===== src/rtl/sort_result_drain.sv =====
// sort_result_drain: deskews sort-array ranks, buffers whole frames in a FIFO
// and streams them out one word per beat. Define SORT_DRAIN_DESC_EN for descending order.
package sort_pkg;
   localparam int M = 8;
   localparam int N = 8;
   localparam int W = 4;
endpackage

module sort_result_drain
   import sort_pkg::*;
#(
   parameter int FIFO_DEPTH = 4
) (
   input  logic                            clk,
   input  logic                            rst,
   input  logic                            i_valid,
   input  logic [W-1:0][N-1:0]             i_y_q,
   output logic [N-1:0]                    o_data,
   output logic [$clog2(W)-1:0]            o_idx,
   output logic                            o_last,
   output logic                            o_valid,
   input  logic                            i_ready,
   output logic [$clog2(FIFO_DEPTH+1)-1:0] o_level,
   output logic                            o_drop,
   output logic [7:0]                      o_drop_cnt
);
   localparam int IW = $clog2(W);
   localparam int PW = $clog2(FIFO_DEPTH);
   localparam int LW = $clog2(FIFO_DEPTH+1);
   localparam logic [IW-1:0] BEAT_LAST = IW'(W-1);
   localparam logic [LW-1:0] LVL_FULL = LW'(FIFO_DEPTH);
   localparam logic [LW-1:0] LVL_ONE = LW'(1);

   typedef enum logic {IDLE, EMIT} state_t;
   typedef logic [W-1:0][N-1:0] frame_t;

   logic [W-1:0]  vsr;
   frame_t        aligned;
   frame_t        mem [FIFO_DEPTH];
   logic [PW-1:0] wr_ptr;
   logic [PW-1:0] rd_ptr;
   logic [LW-1:0] level;
   logic [IW-1:0] beat;
   logic [IW-1:0] rank;
   state_t        state;
   logic          fire;
   logic          pop;
   logic          full;
   logic          push;
   logic          drop_now;

   always_ff @(posedge clk or posedge rst) begin
      if (rst) vsr <= '0;
      else     vsr <= {vsr[W-2:0], i_valid};
   end

   // rank k arrives k+1 cycles after i_valid; delay it so all ranks meet at t+W
   for (genvar k = 0; k < W; k++) begin : g_rank
      localparam int D = W - 1 - k;
      if (D == 0) begin : g_thru
         assign aligned[k] = i_y_q[k];
      end else begin : g_dly
         logic [N-1:0] sr [D];
         always_ff @(posedge clk or posedge rst) begin
            if (rst) begin
               for (int j = 0; j < D; j++) sr[j] <= '0;
            end else begin
               sr[0] <= i_y_q[k];
               for (int j = 1; j < D; j++) sr[j] <= sr[j-1];
            end
         end
         assign aligned[k] = sr[D-1];
      end
   end

   assign full     = (level == LVL_FULL);
   assign fire     = o_valid & i_ready;
   assign pop      = fire & o_last;
   assign push     = vsr[W-1] & (~full | pop);
   assign drop_now = vsr[W-1] & ~push;

   always_ff @(posedge clk) begin
      if (push) mem[wr_ptr] <= aligned;
   end

   always_ff @(posedge clk or posedge rst) begin
      if (rst) begin
         wr_ptr     <= '0;
         rd_ptr     <= '0;
         level      <= '0;
         o_drop     <= 1'b0;
         o_drop_cnt <= '0;
      end else begin
         if (push) wr_ptr <= wr_ptr + 1'b1;
         if (pop)  rd_ptr <= rd_ptr + 1'b1;
         case ({push, pop})
            2'b10:   level <= level + 1'b1;
            2'b01:   level <= level - 1'b1;
            default: level <= level;
         endcase
         o_drop <= drop_now;
         if (drop_now && o_drop_cnt != 8'hFF)
            o_drop_cnt <= o_drop_cnt + 1'b1;
      end
   end

   // entering EMIT on the push itself gives first o_valid at t+W+1
   always_ff @(posedge clk or posedge rst) begin
      if (rst) begin
         state   <= IDLE;
         o_valid <= 1'b0;
         beat    <= '0;
      end else begin
         case (state)
            IDLE: begin
               if (push || level != '0) begin
                  state   <= EMIT;
                  o_valid <= 1'b1;
               end
            end
            EMIT: begin
               if (fire) begin
                  if (beat == BEAT_LAST) begin
                     beat <= '0;
                     if (level == LVL_ONE && !push) begin
                        state   <= IDLE;
                        o_valid <= 1'b0;
                     end
                  end else begin
                     beat <= beat + 1'b1;
                  end
               end
            end
            default: begin
               state   <= IDLE;
               o_valid <= 1'b0;
            end
         endcase
      end
   end

`ifdef SORT_DRAIN_DESC_EN
   assign rank = BEAT_LAST - beat;
`else
   assign rank = beat;
`endif

   assign o_data  = o_valid ? mem[rd_ptr][rank] : '0;
   assign o_idx   = o_valid ? rank : '0;
   assign o_last  = o_valid && (beat == BEAT_LAST);
   assign o_level = level;

endmodule


===== config.mk =====
export PLATFORM = sky130hd
export DESIGN_NAME = sort_result_drain
export DESIGN_NICKNAME = d
export VERILOG_FILES = /design/src/rtl/sort_result_drain.sv
export SDC_FILE = /design/constraint.sdc
export NUM_CORES = 1
export LEC_CHECK = 0
export ABC_AREA = 1
export BUFFER_PORTS_ARGS = -buffer_cell sky130_fd_sc_hd__buf_2
export CAP_MARGIN = 30
export CORE_ASPECT_RATIO = 1.2
export CORE_MARGIN = 10
export CORE_UTILIZATION = 44
export CTS_CLUSTER_DIAMETER = 150
export CTS_CLUSTER_SIZE = 40
export DETAILED_ROUTE_END_ITERATION = 7
export SLEW_MARGIN = 40
export SYNTH_ARGS = -nofsm -noshare
export SYNTH_HDL_FRONTEND = slang
export SYNTH_SLANG_ARGS = --single-unit

===== constraint.sdc =====
create_clock -name clk -period 5.1 [get_ports clk]
set_clock_uncertainty 0.15 [all_clocks]
set_input_delay 0 -clock clk [delete_from_list [all_inputs] [get_ports clk]]
set_output_delay 0 -clock clk [all_outputs]
set_load 0.05 [all_outputs]

## Word level (Yosys, flattened, before mapping)

Memory sizes are Yosys's and may differ from the RTL's.
Index checks and enable logic that the tools add are counted.

| operators by class | value |
|---|---|
| muxes and demuxes | 18 |
| $lt $le $gt $ge | 1 |
| equality and inequality tests | 10 |
| $add $sub $neg | 6 |
| bitwise gates (word level) | 8 |
| reduce and logical (&&, ||, !) cells | 9 |

Operator list:

| cell | count |
|---|---|
| binary-select mux 8 bit (select 2 bit) | 1 |
| two-way mux 8 bit | 2 |
| two-way mux 1 bit | 10 |
| adder 8 x 1 -> 8 bit (second input constant) | 1 |
| != test 8 bit (second input constant) | 1 |
| adder 2 x 1 -> 2 bit (second input constant) | 3 |
| != test 2 x 1 -> 1 bit (second input constant) | 3 |
| one-hot mux 3 bit (2 select lines) | 1 |
| bitwise AND 1 bit | 4 |
| equality test 2 bit (second input constant) | 2 |
| two-way mux 2 bit | 2 |
| one-hot mux 1 bit (2 select lines) | 2 |
| AND reduction 4 bit | 1 |
| adder 3 x 1 -> 3 bit (second input constant) | 1 |
| equality test 3 x 1 -> 1 bit (second input constant) | 1 |
| equality test 3 bit (second input constant) | 1 |
| logical AND 1 bit | 3 |
| less-than comparator 2 x 3 -> 1 bit (second input constant) | 1 |
| NOT 1 bit | 3 |
| nonzero test 3 bit | 1 |
| subtractor 3 x 1 -> 3 bit (second input constant) | 1 |
| equality test 2 x 1 -> 1 bit (second input constant) | 1 |
| != test 2 bit (second input constant) | 1 |
| AND reduction 2 bit | 1 |
| other kinds (4) | 4 |

| storage, ports and cells | value |
|---|---|
| output and inout bits | 24 |
| RAM bits | 128 |
| memories | 1 |
| bits in registers | 72 |

Memories:

| memory | words | bits a word | rd ports | clocked after memory_dff | write ports | RTL line | source |
|---|---|---|---|---|---|---|---|
| mem | 4 | 32 | 1 | 0 | 1 | 39 | `frame_t mem [FIFO_DEPTH];` |

## Longest topological paths before layout

| logic depth | value |
|---|---|
| word-level depth | 11 |
| depth in mapped cells | 10 |
| mapped depth without buffers | 10 |

## Worst setup path after synthesis

Ideal clock, no wire load.

| path | value |
|---|---|
| kind | register to register |
| start | register o_valid |
| end | memory mem[0][0] (netlist bit) (enable) |
| required time | 4529 ps |
| stages on the path, launching flop included | 7 |
| path slack | 1746 ps |
| buffers on the path | 0 |
| arrival | 2783 ps |
| cells stage by stage | dfrtp_1 > nand2_1 > inv_2 > nand2_4 > nand3_4 > nand2_1 > nor2_1 |

| on the way | value |
|---|---|
| cells in the longest elaborated chain, start to end | 6 |
| elaborated cells on any way between the ends | 7 |
| those cells by class | mux: 2; bitwise: 4; reduce/logical: 1 |

RTL lines:

| element | RTL line | source |
|---|---|---|
| from (decl) | 21 | `output logic o_valid,` |
| from (signal assigned) | 111 | `o_valid <= 1'b0;` |
| from (signal assigned) | 118 | `o_valid <= 1'b1;` |
| from (signal assigned) | 127 | `o_valid <= 1'b0;` |
| logical AND 1 bit | 150 | `assign o_last = o_valid && (beat == BEAT_LAST);` |
| named net o_last | 20 | `output logic o_last,` |
| bitwise AND 1 bit | 78 | `assign pop = fire & o_last;` |
| bitwise OR 1 bit | 79 | `assign push = vsr[W-1] & (~full \| pop);` |
| bitwise AND 1 bit | 79 |  |
| two-way mux 1 bit | 83 | `if (push) mem[wr_ptr] <= aligned;` |
| two-way mux 1 bit (implied by the code) | 83 |  |
| to (decl) | 39 |  |

The timed path passes the listed nets, and every way through them passes these cells.

## Final worst setup path

| path | value |
|---|---|
| start | register rd_ptr[1] |
| end | output port o_data[1] |

| on the way | value |
|---|---|
| cells in the longest elaborated chain, start to end | 4 |

RTL lines:

| element | RTL line | source |
|---|---|---|
| from (decl) | 41 | `logic [PW-1:0] rd_ptr;` |
| from (signal assigned) | 95 | `if (pop) rd_ptr <= rd_ptr + 1'b1;` |
| memory (4 x 32 bit) | n/a |  |
| binary-select mux 8 bit (select 2 bit) | 148 | `assign o_data = o_valid ? mem[rd_ptr][rank] : '0;` |
| two-way mux 8 bit (implied by the code) | 148 |  |
| two-way mux 8 bit | 148 |  |
| to (decl) | 18 | `output logic [N-1:0] o_data,` |

No other way between the ends. The select of a mux whose other input is x is not followed.

==> impl_metrics.json <==
{
  "portBuffers": 59,
  "avgSynthCellArea_sq_um": 11.4,
  "gp_congestion": 0.769,
  "clock_sinks": 200,
  "min-delay-start": "i_y_q[3]",
  "final_hold_viol_count": 0,
  "worstReg2RegStart": "beat[1]",
  "crit_buf_inv": 3,
  "p_total_mw": 5.53,
  "crit_arrival_ns": 2.55,
  "vias": 4863,
  "grt_overflow": 0,
  "antenna-diode-count": 0,
  "max_slew_margin": 0.531,
  "final_util": 0.532,
  "crit_required_ns": 4.95,
  "grt_usage": 0.138,
  "p_per_area_nw_per_um2": 591,
  "ys_types": 24,
  "status": "finished clean",
  "postRouteAntennaNets": 0,
  "cp_max_fo": 34,
  "final_common_cell": "nand2_1",
  "regArea_sq_um": 5650,
  "ys_warn_count": 0,
  "dpl.hpwl_um": 9720,
  "insertion_delay_ns": 0.43,
  "die_area_sq_um": 23700,
  "ys_seq_area_frac": 0.717,
  "period_needed_ns": 2.70,
  "area_delta_synth_final_pct": 18.8,
  "rows": 53,
  "slowest_stage": "inv_2",
  "hold_class": "input port to register",
  "irDropWorstVdd_mv": 0.445,
  "dr.pass1.iters": 5,
  "startpoint": "rd_ptr[1]",
  "crit_path_end_kind": "primary output",
  "slowest_delay_ns": 0.56,
  "die_x_um": 142,
  "synthCells": 688,
  "core-area_sq_um": 17600,
  "h-tree-depth": 4,
  "syn-num-nets": 734,
  "period_share": 0.530,
  "dpl_worst_slack_ns": 2.59,
  "final_cell_mix": "nand2_1, edfxtp_1, nand3_1, inv_1, dfrtp_1",
  "worstSetupPathType": "register to primary output",
  "cp-start-kind": "register",
  "antenna_found_initial": 0,
  "num-nets-final": 830,
  "path_delay_family": "buffers and inverters",
  "power.leakage_nw": 4.15,
  "synth_area_sq_um": 7870,
  "maxCapViolCount": 0,
  "fp.dieH_um": 167,
  "fin_setup_tns_ns": 0,
  "drive_above_1_share": 0.143,
  "grt_pass1_vias": 4974,
  "rsz0062_at_grt": "false",
  "cts_buffers": 17,
  "finalHoldWorstSlack_ns": 0.0492,
  "drtIter0Drc": 390,
  "path_cells": "buf_4, inv_2, nand3_1, nand3_1, nand3_1, a21oi_1, buf_2",
  "setup_viol": 0,
  "grt_max_degree": 73,
  "cts-root-buf": "clkbuf_16",
  "route.detailed.drc": 0,
  "max_freq_mhz": 370,
  "cpMostUsedCell": "nand3_1",
  "fin_ws_ns": 2.40,
  "multiInputGateArea_sq_um": 1740,
  "wl_per_cell_um": 15.7,
  "cts_tree": "built",
  "worst_pin_slew_ns": 0.704,
  "clkTransAtPathRegs_ns": 0.07,
  "clk_path_buf_depth": 2,
  "ys_ff_latch": 200,
  "start_util": 0.448,
  "grt_pass1_wl_um": 25900,
  "slew_violations": 0,
  "pin_count": 60,
  "avgViaCountPerCell": 4.78,
  "fillers": 1452,
  "routed_wl_um": 16000
}
-- per-layer routing --
metal | global-route usage | wire length, um | vias up
met5 | 0 | 0 | -
met1 | 0.173 | 6980 | 2299
li1 | - | - | 2412
met4 | 0.0490 | 233 | 0
met3 | 0.0324 | 709 | 23
met2 | 0.228 | 8070 | 129
-- report_power, final --
part,switching [mW],internal [mW],total (mW),leakage [nW]
Combinational,1.44,0.506,1.95,1.81
Clock,0.570,0.837,1.41,0.318
Sequential,0.133,2.04,2.17,2.02
Total,2.14,3.38,5.53,4.15
-- state kept, by name, indices dropped and copies added (netlist names) --
signal / flops
aligned: 16
beat: 2
g_rank.g_dly.sr: 32
mem: 128
o_drop: 1
o_drop_cnt: 8
o_level: 3
o_valid: 1
rd_ptr: 2
state: 1
vsr: 4
wr_ptr: 2
-- kinds of logic after synthesis --
kind of cell	Yosys count	synth area share
adder cells (fa/ha/maj)	10	0.0159
buffers and inverters	116	0.0639
flip-flops	200	0.717
XOR/XNOR	13	0.0145
AO/OA/AOI/OAI	20	0.0127
AND/OR/NAND/NOR	329	0.176
-- per-stage QoR --
stage                     instances  area (sq um)
after floorplan                 688          7870
after global placement          950          8360
after detailed placement        950          8360
after CTS                      1017          9350
after global routing           1017          9350
final                          1017          9350
-- synth_stat cells --
library cell	n	area (sq um)
a21oi_1	9	45.0
xnor2_1	5	43.8
buf_6	3	33.8
dfrtp_1	72	1800
nand2_4	2	22.5
nand3_1	85	425
nor2_1	14	52.6
nor3_1	1	5.00
nand3_4	1	17.5
inv_1	84	315
xor2_1	8	70.1
nand4_1	2	12.5
ha_1	10	125
buf_4	6	45.0
inv_4	1	6.26
nand2_2	1	6.26
inv_2	4	15.0
clkinv_1	2	7.51
o21ai_1	1	5.00
buf_2	16	80.1
nand2_1	222	833
nor2_4	1	11.3
o21ai_0	10	50.1
edfxtp_1	128	3840
-- cell type report --
cell class,count,share of cell area
clock buffers,24,0.0571
clock inverters,8,0.0110
inverters,91,0.0372
multi-input cells,372,0.186
flip-flops and latches,200,0.604
well taps,220,0.0294
repair buffers,102,0.0759
-- timing repair --
action,4_1_cts,5_1_grt
buffers inserted,0,0
setup endpoints to repair,0,0
hold buffers,35,0
endpoints found under the hold margin,142,0
resized for setup,0,0
-- path summary, 6_finish.rpt --
path,cells past startpoint,slack (ns),to
worst max-delay path,7,2.40,o_data[1]
worst min register to register,0,0.19,vsr[3]
max in group asynchronous,4,4.17,rd_ptr[0]
min in group asynchronous,4,0.13,g_rank[1].g_dly.sr[10]
worst min-delay path,2,0.05,g_rank[0].g_dly.sr[19]
worst max register to register,8,2.60,mem[1][0]
(Power assumes the default switching activity.)
